==> config.mk <==
export PLATFORM = sky130hd
export DESIGN_NAME = core_write_sequencer
export DESIGN_NICKNAME = d
export VERILOG_FILES = /design/src/rtl/clock_pkg.sv /design/src/rtl/wrap_step.sv /design/src/rtl/core_write_sequencer.sv
export SDC_FILE = /design/constraint.sdc
export NUM_CORES = 1
export LEC_CHECK = 0
export CAP_MARGIN = 30
export CORE_UTILIZATION = 35
export DETAILED_ROUTE_END_ITERATION = 6
export DONT_BUFFER_PORTS = 1
export SETUP_SLACK_MARGIN = 0.1
export SLEW_MARGIN = 20
export SYNTH_ARGS = -nofsm -noshare
export SYNTH_HDL_FRONTEND = slang
export SYNTH_HIERARCHICAL = 1
export SYNTH_SLANG_ARGS = --single-unit
export TNS_END_PERCENT = 20
==> constraint.sdc <==
create_clock -name clock -period 3.5 [get_ports clock]
set_clock_uncertainty 0.15 [all_clocks]
set_input_delay 0.35 -clock clock [delete_from_list [all_inputs] [get_ports clock]]
set_output_delay 0.35 -clock clock [all_outputs]
set_load 0.05 [all_outputs]
==> src/rtl/clock_pkg.sv <==
`default_nettype none
// ============================================================================
//  Package     : clock_pkg
//  Description : Shared constants for the time-counter write sequencer:
//                adjust field encoding, FSM state codes, default limits.
//  Revision    : 1.0 - initial release
// ============================================================================
package clock_pkg;

  // Adjust field selector encoding
  localparam logic [1:0] FIELD_SEC     = 2'd0;
  localparam logic [1:0] FIELD_MIN     = 2'd1;
  localparam logic [1:0] FIELD_HR      = 2'd2;
  localparam logic [1:0] FIELD_INVALID = 2'd3;

  // Write sequencer FSM state codes
  localparam logic [2:0] ST_IDLE    = 3'd0;
  localparam logic [2:0] ST_CAPTURE = 3'd1;
  localparam logic [2:0] ST_STROBE  = 3'd2;
  localparam logic [2:0] ST_SETTLE  = 3'd3;
  localparam logic [2:0] ST_DONE    = 3'd4;

  // Default field moduli and settle length
  localparam int DEF_SEC_LIMIT     = 60;
  localparam int DEF_MIN_LIMIT     = 60;
  localparam int DEF_HR_LIMIT      = 24;
  localparam int DEF_SETTLE_CYCLES = 1;

  // True when the selector names a real field
  function automatic logic field_ok(input logic [1:0] f);
    return f != FIELD_INVALID;
  endfunction

endpackage
`default_nettype wire

==> src/rtl/wrap_step.sv <==
`default_nettype none
// ============================================================================
//  Module      : wrap_step
//  Description : Combinational +/-1 modulo LIMIT on one time field. Flags a
//                wrap (carry on increment, borrow on decrement). An input
//                already out of range is clamped to 0 with no wrap flag.
//                When not enabled the value passes through untouched.
//  Revision    : 1.0 - initial release
// ============================================================================
module wrap_step #(
  parameter int WIDTH = 6,
  parameter int LIMIT = 60
) (
  input  logic [WIDTH-1:0] val_i,
  input  logic             en_i,
  input  logic             inc_i,
  output logic [WIDTH-1:0] val_o,
  output logic             wrap_o
);

  localparam logic [WIDTH-1:0] LIM_M1 = WIDTH'(LIMIT - 1);

  // Step the field by one, wrapping at the modulus boundaries
  always_comb begin
    val_o  = val_i;
    wrap_o = 1'b0;
    if (en_i) begin
      if (val_i > LIM_M1) begin
        val_o = '0;
      end else if (inc_i) begin
        if (val_i == LIM_M1) begin
          val_o  = '0;
          wrap_o = 1'b1;
        end else begin
          val_o = val_i + 1'b1;
        end
      end else begin
        if (val_i == '0) begin
          val_o  = LIM_M1;
          wrap_o = 1'b1;
        end else begin
          val_o = val_i - 1'b1;
        end
      end
    end
  end

endmodule
`default_nettype wire

==> src/rtl/core_write_sequencer.sv <==
`default_nettype none
// ============================================================================
//  Module      : core_write_sequencer
//  Description : Sole writer of the time counter core load port. Arbitrates
//                PC104 sync loads against front-panel +/-1 adjusts and runs
//                each write as CAPTURE -> STROBE -> SETTLE -> DONE while
//                counting is paused.
//  Options     : `define ADJ_CARRY_EN to let adjust wraps carry/borrow into
//                the next field up (sec -> min -> hr, hr wraps alone).
//  Revision    : 1.0 - initial release
// ============================================================================
module core_write_sequencer
  import clock_pkg::*;
#(
  parameter int SEC_LIMIT     = DEF_SEC_LIMIT,
  parameter int MIN_LIMIT     = DEF_MIN_LIMIT,
  parameter int HR_LIMIT      = DEF_HR_LIMIT,
  parameter int SETTLE_CYCLES = DEF_SETTLE_CYCLES
) (
  input  logic       clock,
  input  logic       reset_n,
  input  logic       mode_timeset,
  input  logic       sync_req,
  input  logic [4:0] sync_hr,
  input  logic [5:0] sync_min,
  input  logic [5:0] sync_sec,
  input  logic       adj_req,
  input  logic [1:0] adj_field,
  input  logic       adj_dir,
  input  logic [4:0] hr_cur,
  input  logic [5:0] min_cur,
  input  logic [5:0] sec_cur,
  output logic [4:0] hr_load,
  output logic [5:0] min_load,
  output logic [5:0] sec_load,
  output logic       modify_n,
  output logic       count_enable,
  output logic       busy,
  output logic       sync_ack,
  output logic       adj_ack,
  output logic       overrun
);

  localparam logic [4:0] HR_LIM      = 5'(HR_LIMIT);
  localparam logic [5:0] MIN_LIM     = 6'(MIN_LIMIT);
  localparam logic [5:0] SEC_LIM     = 6'(SEC_LIMIT);
  localparam logic [2:0] SETTLE_INIT = 3'(SETTLE_CYCLES - 1);

  logic [2:0] state_q, state_d;
  logic [2:0] cnt_q, cnt_d;
  logic       serve_sync_q, serve_sync_d;
  logic       sync_pend_q, sync_pend_d;
  logic       adj_pend_q, adj_pend_d;
  logic [1:0] adj_field_q, adj_field_d;
  logic       adj_dir_q, adj_dir_d;
  logic       overrun_q, overrun_d;
  logic       sync_ack_q, sync_ack_d;
  logic       adj_ack_q, adj_ack_d;
  logic [4:0] hr_load_q, hr_load_d;
  logic [5:0] min_load_q, min_load_d;
  logic [5:0] sec_load_q, sec_load_d;

  logic       w_idle, w_capture;
  logic       w_adj_bad;
  logic       w_sync_ok, w_adj_ok, w_launch;
  logic       w_sync_rej, w_adj_rej;
  logic       w_sync_consume, w_adj_consume;
  logic       w_sec_en, w_min_en, w_hr_en;
  logic       w_sec_wrap, w_min_wrap, w_hr_wrap;
  logic [5:0] w_sec_nx, w_min_nx;
  logic [4:0] w_hr_nx;
  logic       w_unused;

  // Decision terms: mode/field gating happens only while idle
  assign w_idle         = (state_q == ST_IDLE);
  assign w_capture      = (state_q == ST_CAPTURE);
  assign w_adj_bad      = ~mode_timeset | ~field_ok(adj_field_q);
  assign w_sync_ok      = w_idle & sync_pend_q & ~mode_timeset;
  assign w_adj_ok       = w_idle & adj_pend_q & ~w_adj_bad;
  assign w_launch       = w_sync_ok | w_adj_ok;
  assign w_sync_rej     = w_idle & sync_pend_q & mode_timeset;
  assign w_adj_rej      = w_idle & adj_pend_q & w_adj_bad;
  assign w_sync_consume = w_sync_rej | (w_capture & serve_sync_q);
  assign w_adj_consume  = w_adj_rej | (w_capture & ~serve_sync_q);

  // Field step enables; with carry enabled a wrap ripples upward
  assign w_sec_en = (adj_field_q == FIELD_SEC);
`ifdef ADJ_CARRY_EN
  assign w_min_en = (adj_field_q == FIELD_MIN) | w_sec_wrap;
  assign w_hr_en  = (adj_field_q == FIELD_HR) | w_min_wrap;
`else
  assign w_min_en = (adj_field_q == FIELD_MIN);
  assign w_hr_en  = (adj_field_q == FIELD_HR);
`endif

  // Hours never carry further, and without carry no wrap flag is consumed
  assign w_unused = w_sec_wrap ^ w_min_wrap ^ w_hr_wrap;

  wrap_step #(.WIDTH(6), .LIMIT(SEC_LIMIT)) u_sec_step (
    .val_i  (sec_cur),
    .en_i   (w_sec_en),
    .inc_i  (adj_dir_q),
    .val_o  (w_sec_nx),
    .wrap_o (w_sec_wrap)
  );

  wrap_step #(.WIDTH(6), .LIMIT(MIN_LIMIT)) u_min_step (
    .val_i  (min_cur),
    .en_i   (w_min_en),
    .inc_i  (adj_dir_q),
    .val_o  (w_min_nx),
    .wrap_o (w_min_wrap)
  );

  wrap_step #(.WIDTH(5), .LIMIT(HR_LIMIT)) u_hr_step (
    .val_i  (hr_cur),
    .en_i   (w_hr_en),
    .inc_i  (adj_dir_q),
    .val_o  (w_hr_nx),
    .wrap_o (w_hr_wrap)
  );

  // Write sequence FSM, load computation and ack generation
  always_comb begin
    state_d      = state_q;
    cnt_d        = cnt_q;
    serve_sync_d = serve_sync_q;
    hr_load_d    = hr_load_q;
    min_load_d   = min_load_q;
    sec_load_d   = sec_load_q;
    sync_ack_d   = 1'b0;
    adj_ack_d    = 1'b0;
    case (state_q)
      ST_IDLE: begin
        sync_ack_d = w_sync_rej;
        adj_ack_d  = w_adj_rej;
        if (w_launch) begin
          state_d      = ST_CAPTURE;
          serve_sync_d = w_sync_ok;
        end
      end
      ST_CAPTURE: begin
        state_d = ST_STROBE;
        if (serve_sync_q) begin
          hr_load_d  = (sync_hr >= HR_LIM) ? '0 : sync_hr;
          min_load_d = (sync_min >= MIN_LIM) ? '0 : sync_min;
          sec_load_d = (sync_sec >= SEC_LIM) ? '0 : sync_sec;
        end else begin
          hr_load_d  = w_hr_nx;
          min_load_d = w_min_nx;
          sec_load_d = w_sec_nx;
        end
      end
      ST_STROBE: begin
        state_d = ST_SETTLE;
        cnt_d   = SETTLE_INIT;
      end
      ST_SETTLE: begin
        if (cnt_q == '0) begin
          state_d    = ST_DONE;
          sync_ack_d = serve_sync_q;
          adj_ack_d  = ~serve_sync_q;
        end else begin
          cnt_d = cnt_q - 1'b1;
        end
      end
      ST_DONE: state_d = ST_IDLE;
      default: state_d = ST_IDLE;
    endcase
  end

  // One-deep pending flags; a repeat while still pending is dropped as overrun
  always_comb begin
    sync_pend_d = sync_pend_q;
    adj_pend_d  = adj_pend_q;
    adj_field_d = adj_field_q;
    adj_dir_d   = adj_dir_q;
    overrun_d   = overrun_q;
    if (w_sync_consume) sync_pend_d = 1'b0;
    if (sync_req) begin
      if (sync_pend_q && !w_sync_consume) overrun_d = 1'b1;
      else sync_pend_d = 1'b1;
    end
    if (w_adj_consume) adj_pend_d = 1'b0;
    if (adj_req) begin
      if (adj_pend_q && !w_adj_consume) begin
        overrun_d = 1'b1;
      end else begin
        adj_pend_d  = 1'b1;
        adj_field_d = adj_field;
        adj_dir_d   = adj_dir;
      end
    end
  end

  // State registers, cleared asynchronously so the strobe releases at once
  always_ff @(posedge clock or negedge reset_n) begin
    if (!reset_n) begin
      state_q      <= ST_IDLE;
      cnt_q        <= '0;
      serve_sync_q <= 1'b0;
      sync_pend_q  <= 1'b0;
      adj_pend_q   <= 1'b0;
      adj_field_q  <= '0;
      adj_dir_q    <= 1'b0;
      overrun_q    <= 1'b0;
      sync_ack_q   <= 1'b0;
      adj_ack_q    <= 1'b0;
      hr_load_q    <= '0;
      min_load_q   <= '0;
      sec_load_q   <= '0;
    end else begin
      state_q      <= state_d;
      cnt_q        <= cnt_d;
      serve_sync_q <= serve_sync_d;
      sync_pend_q  <= sync_pend_d;
      adj_pend_q   <= adj_pend_d;
      adj_field_q  <= adj_field_d;
      adj_dir_q    <= adj_dir_d;
      overrun_q    <= overrun_d;
      sync_ack_q   <= sync_ack_d;
      adj_ack_q    <= adj_ack_d;
      hr_load_q    <= hr_load_d;
      min_load_q   <= min_load_d;
      sec_load_q   <= sec_load_d;
    end
  end

  // Counting pauses from the launch decision until the sequencer is idle again
  assign count_enable = ~mode_timeset & w_idle & ~w_launch;
  assign modify_n     = (state_q != ST_STROBE);
  assign busy         = ~w_idle;
  assign hr_load      = hr_load_q;
  assign min_load     = min_load_q;
  assign sec_load     = sec_load_q;
  assign sync_ack     = sync_ack_q;
  assign adj_ack      = adj_ack_q;
  assign overrun      = overrun_q;

endmodule
`default_nettype wire

Word-level counts from Yosys, hierarchy flattened
Cells that the tools add are included.
{"block": "classes", "n_addsub": 7, "order_cmp": 6, "eq_ne": 13, "muxes": 40, "bitwise_logic": 21, "reduce_logical": 15}
{"operator": "2-to-1 mux 6 bit", "n": 14}
{"operator": "2-to-1 mux 5 bit", "n": 7}
{"operator": "adder 6 x 1 -> 6 bit (second input constant)", "n": 2}
{"operator": "equality test 6 bit (second input constant)", "n": 2}
{"operator": "greater-or-equal comparator 6 bit (second input constant)", "n": 2}
{"operator": "> comparator 6 bit (second input constant)", "n": 2}
{"operator": "zero test 6 bit", "n": 2}
{"operator": "2-to-1 mux 1 bit", "n": 12}
{"operator": "one-hot mux 3 bit (4 select lines)", "n": 1}
{"operator": "subtractor 6 x 1 -> 6 bit (second input constant)", "n": 2}
{"operator": "AND 1 bit", "n": 10}
{"operator": "2-to-1 mux 3 bit", "n": 3}
{"operator": "AND reduction 2 bit", "n": 4}
{"operator": "inverter 1 bit", "n": 7}
{"operator": "equality test 3 x 2 -> 1 bit (second input constant)", "n": 2}
{"operator": "zero test 3 bit", "n": 2}
{"operator": "!= test 2 bit (second input constant)", "n": 3}
{"operator": "one-hot mux 3 bit (2 select lines)", "n": 1}
{"operator": "adder 5 x 1 -> 5 bit (second input constant)", "n": 1}
{"operator": "equality test 5 bit (second input constant)", "n": 1}
{"operator": "greater-or-equal comparator 5 bit (second input constant)", "n": 1}
{"operator": "> comparator 5 bit (second input constant)", "n": 1}
{"operator": "zero test 5 bit", "n": 1}
{"operator": "subtractor 5 x 1 -> 5 bit (second input constant)", "n": 1}
{"operator": "12 further kinds", "n": 18}
{"block": "word_totals", "reg_bits": 32, "in_bits": 42, "output_inout_bits": 23, "word_cells": 115}

Longest topological paths before layout
{"block": "logic_depth", "depth_word": 10, "depth_mapped": 9, "depth_no_buf": 9}

Cells and area by module
Netlist, hierarchy kept.
{"mod": "core_write_sequencer", "instances": 1, "cells_per_inst": 167, "area_per_inst_um2": 1659.1, "seq_area_each_um2": 800.8}
{"mod": "wrap_step at u_min_step ...", "instances": 2, "cells_per_inst": 55, "area_per_inst_um2": 415.4, "seq_area_each_um2": 0.0}
{"mod": "wrap_step at u_hr_step", "instances": 1, "cells_per_inst": 46, "area_per_inst_um2": 319.1, "seq_area_each_um2": 0.0}

Worst setup path after synthesis
OpenSTA, ideal clock, no wires.
{"block": "synth_path", "path_type": "reg-to-output", "from": "register state_q[2]", "to": "output port count_enable", "t_arrival_ns": 2.141, "required_ns": 3.000, "setup_slack_ns": 0.859, "stages_incl_launch_ff": 5, "path_buffers": 1, "path_cell_list": "dfrtp_1 -> buf_6 -> nor3_4 -> inv_1 -> nor3_1"}
{"block": "synth_between", "elab_chain_cells": 6, "word_cells_on_any_way": 9, "classes_between": "bitwise: 8; reduce/logical: 1"}
{"element": "from (decl)", "line": "core_write_sequencer.sv:49", "source": "logic [2:0] state_q, state_d;"}
{"element": "from (signal assigned)", "line": "core_write_sequencer.sv:213", "source": "state_q <= state_d;"}
{"element": "zero test 3 bit *", "line": "core_write_sequencer.sv:75", "source": "assign w_idle = (state_q == ST_IDLE);"}
{"element": "AND 1 bit, on equally long branches (2 in series)", "line": "core_write_sequencer.sv:78, core_write_sequencer.sv:79"}
{"element": "OR 1 bit", "line": "core_write_sequencer.sv:80", "source": "assign w_launch = w_sync_ok | w_adj_ok;"}
{"element": "inverter 1 bit", "line": "core_write_sequencer.sv:230", "source": "assign count_enable = ~mode_timeset & w_idle & ~w_launch;"}
{"element": "AND 1 bit *", "line": "core_write_sequencer.sv:230"}
{"element": "to (decl)", "line": "core_write_sequencer.sv:37", "source": "output logic count_enable,"}
Every way passes the cells marked *; elsewhere a longest branch is shown, timed or not.

Worst setup path in the final report
{"block": "layout_path", "from": "register adj_dir_q", "to": "register hr_load_q[2], in the netlist hr_load[2]"}
{"block": "layout_between", "elab_chain_cells": 4}
{"element": "from (decl)", "line": "core_write_sequencer.sv:55", "source": "logic adj_dir_q, adj_dir_d;"}
{"element": "from (signal assigned)", "line": "core_write_sequencer.sv:219", "source": "adj_dir_q <= adj_dir_d;"}
{"element": "2-to-1 mux 5 bit", "line": "wrap_step.sv:30", "source": "end else if (inc_i) begin"}
{"element": "2-to-1 mux 5 bit", "line": "wrap_step.sv:28", "source": "if (val_i > LIM_M1) begin"}
{"element": "2-to-1 mux 5 bit", "line": "wrap_step.sv:27", "source": "if (en_i) begin"}
{"element": "net w_hr_nx[2]", "line": "core_write_sequencer.sv:71", "source": "logic [4:0] w_hr_nx;"}
{"element": "2-to-1 mux 5 bit", "line": "core_write_sequencer.sv:144", "source": "if (serve_sync_q) begin"}
{"element": "to (signal assigned)", "line": "core_write_sequencer.sv:223", "source": "hr_load_q <= hr_load_d;"}
{"element": "to (decl)", "line": "core_write_sequencer.sv:59", "source": "logic [4:0] hr_load_q, hr_load_d;"}
The timed path passes the listed nets, and every way through them passes these cells.
A chain may end at the register's enable or synchronous reset.

==> load_flow_metrics.sql <==
INSERT INTO impl_metrics (metric_group, metric, value, unit) VALUES
('sta', 'rsz0062_at_grt', 'false', ''),
('sta', 'timing.final.setup_violations', '0', ''),
('drt', 'detail_route.wirelength', '6.88', 'mm'),
('floorplanning', 'placeableCoreArea', '7730', 'µm²'),
('clock_network', 'cts-resized-gates', '0', ''),
('drt', 'dr.pass1.iters', '4', ''),
('pwr', 'vdd.ir_drop.worst', '368', 'µV'),
('clock_network', 'cts_tree', 'yes', ''),
('placed_design', 'hpwl', '5.05', 'mm'),
('clock_network', 'worst_setup_hold_path_clk_slew', '70', 'ps'),
('layout', 'flow.area_growth_from_synthesis', '6.05', '%'),
('global_routing', 'grt_pass1_vias', '2337', ''),
('pwr', 'post-layout-total-power', '2.50', 'mW'),
('global_routing', 'antenna_violations_before_repair', '0', ''),
('layout', 'finalNetCount', '362', ''),
('layout', 'layout.cells.most_common', 'sky130_fd_sc_hd__dfrtp_1', ''),
('global_routing', 'grt_first_pass_wirelength', '11.6', 'mm'),
('floorplanning', 'die-height', '91.3', 'µm'),
('sta', 'final_hold_viol_count', '0', ''),
('logic_synthesis', 'syn_area_per_cell', '8.73', 'µm²'),
('pwr', 'powerDensity', '844', 'nW/µm²'),
('logic_synthesis', 'synthesis.area', '2790', 'µm²'),
('worst_setup_path', 'path_max_fanout', '22', ''),
('sta', 'final.min_clock_period', '2440', 'ps'),
('clock_network', 'post-cts-setup-buffers', '0', ''),
('drt', 'remaining_drc_errors', '0', ''),
('clock_network', 'clockRootBuffer', 'sky130_fd_sc_hd__clkbuf_8', ''),
('clock_network', 'cts.htree.levels', '2', ''),
('worst_setup_path', 'cp_startpoint_kind', 'flop', ''),
('clock_network', 'cts.path.max_buffers', '2', ''),
('worst_setup_path', 'endpoint_class_of_the_critical_path', 'flop', ''),
('run', 'cap_violations', '0', ''),
('global_routing', 'globalRouteTotalUtil', '17.3', '%'),
('drt', 'drt.antenna.violating_nets', '0', ''),
('clock_network', 'clkLatencyLatePin', '290', 'ps'),
('layout', 'antenna_cells', '0', ''),
('worst_hold_path', 'hold_path.class', 'primary input to flop', ''),
('floorplanning', 'top_level_ports', '65', ''),
('pwr', 'power_leakage', '1.19', 'nW'),
('global_routing', 'grt-ovfl-total', '0', ''),
('clock_network', 'numCtsBuffers', '5', ''),
('layout', 'layout_cells_sized_above_1', '9.32', '%'),
('worst_hold_path', 'min_path_cells', '1', ''),
('worst_setup_path', 'regToRegSetupSlack', '1060', 'ps'),
('outcome', 'outcome', 'finished, final reports clean', ''),
('clock_network', 'tritoncts_num_sinks', '32', ''),
('drt', 'detailroute.wirelength.met2', '3.32', 'mm'),
('sta', 'maxClockFrequency', '0.410', 'GHz'),
('logic_synthesis', 'synth_cells', '320', ''),
('drt', 'route.top_layer_used', 'met4', ''),
('clock_network', 'cts-hold-fix-buffers', '3', ''),
('logic_synthesis', 'synth.net_count', '372', ''),
('worst_setup_path', 'reg2reg_depth', '6', ''),
('logic_synthesis', 'yosys_warnings', '6', ''),
('drt', 'vias_per_cell', '5.84', ''),
('sta', 'report.final.slew_viol_count', '0', ''),
('drt', 'drt-met1-wl', '3.09', 'mm'),
('worst_setup_path', 'cp_data_required_time', '3520', 'ps'),
('worst_setup_path', 'timing_worst_setup_path_type', 'flop to flop', ''),
('drt', 'detail_route.iter0.violations', '186', ''),
('sta', 'slew_headroom', '49.3', '%'),
('global_routing', 'grt_start_max_net_pins', '33', ''),
('sta', 'fin_setup_tns', '0', 'ps'),
('drt', 'detail_route.wl_per_cell', '16.7', 'µm'),
('layout', 'most_frequent_cells_in_the_layout', 'sky130_fd_sc_hd__dfrtp_1, sky130_fd_sc_hd__nand2_1, sky130_fd_sc_hd__inv_1', ''),
('floorplanning', 'rows', '32', ''),
('drt', 'met3RoutedLength', '426', 'µm'),
('sta', 'timing.final.crit_share', '69.7', '%'),
('floorplanning', 'floorplan.initialDensity', '36.2', '%'),
('drt', 'detailroute.via_count', '2413', ''),
('placed_design', 'buffer_ports.inserted', '0', ''),
('worst_setup_path', 'cp_data_arrival_time', '2460', 'ps'),
('floorplanning', 'die_w', '91.3', 'µm'),
('sta', 'worst_slew_pin_slew', '761', 'ps'),
('placed_design', 'gpl.final_weighted_congestion', '0.885', ''),
('floorplanning', 'die_area', '8340', 'µm²');
## final timing paths
| path | startpoint | to |
|---|---|---|
| setup / recovery | adj_dir_q | hr_load[2] |
| hold / removal | adj_req | adj_pend_q |
| setup reg to reg | adj_dir_q | hr_load[2] |
| hold reg to reg | cnt_q[0] | cnt_q[0] |
| max in group asynchronous | reset_n | min_load[5] |
| min in group asynchronous | reset_n | cnt_q[1] |
## metal layers
layer  vias up  global-route usage, %
met1      1145                   22.0
li1       1186                      -
met3         6                   5.11
met2        76                   28.3
met5         -                      0
met4         0                   4.89
## sequential cells by signal, summed over array words and instances (netlist names)
register and flops:
min_load 6, sec_load 6, hr_load 5, cnt_q 3
state_q 3, adj_field_q 2, adj_ack 1, adj_dir_q 1
adj_pend_q 1, overrun 1, serve_sync_q 1, sync_ack 1
sync_pend_q 1
## per-stage QoR
step / setup WS [ps] / hold slack, ps / cells / util (%) / cell area, µm²
2_1_floorplan: 859 / -95.6 / 320 / - / 2790
3_3_place_gp: 1070 / -94.2 / 400 / 35.8 / 2770
3_5_place_dp: 1070 / -94.0 / 401 / 36.0 / 2790
4_1_cts: 1050 / 9.89 / 412 / 38.2 / 2950
5_1_grt: 807 / 7.68 / 413 / 38.3 / 2960
6_report: 1060 / 20.8 / 413 / 38.3 / 2960
## where the power goes
group	internal (mW)	leakage, nW	switching (mW)
logic	0.455	0.739	0.553
clock network	0.251	0.0645	0.145
registers	0.516	0.391	0.579
## final cells by class
type	instances	area, µm²
Fill cell	759	4760
Multi-Input combinational cell	243	1750
Timing Repair Buffer	7	81.3
Inverter	21	78.8
Sequential cell	32	801
Clock buffer	7	96.3
Tap cell	102	128
Clock inverter	1	30.0
## worst max-delay path: stages, from the launching register on
cell and delay (ps):
sky130_fd_sc_hd__dfrtp_1 840, sky130_fd_sc_hd__nand2b_1 240, sky130_fd_sc_hd__a21boi_0 290, sky130_fd_sc_hd__nor3_1 90, sky130_fd_sc_hd__a311o_1 330, sky130_fd_sc_hd__nor3b_1 140
sky130_fd_sc_hd__a221o_1 250
(Power assumes the default switching activity.)
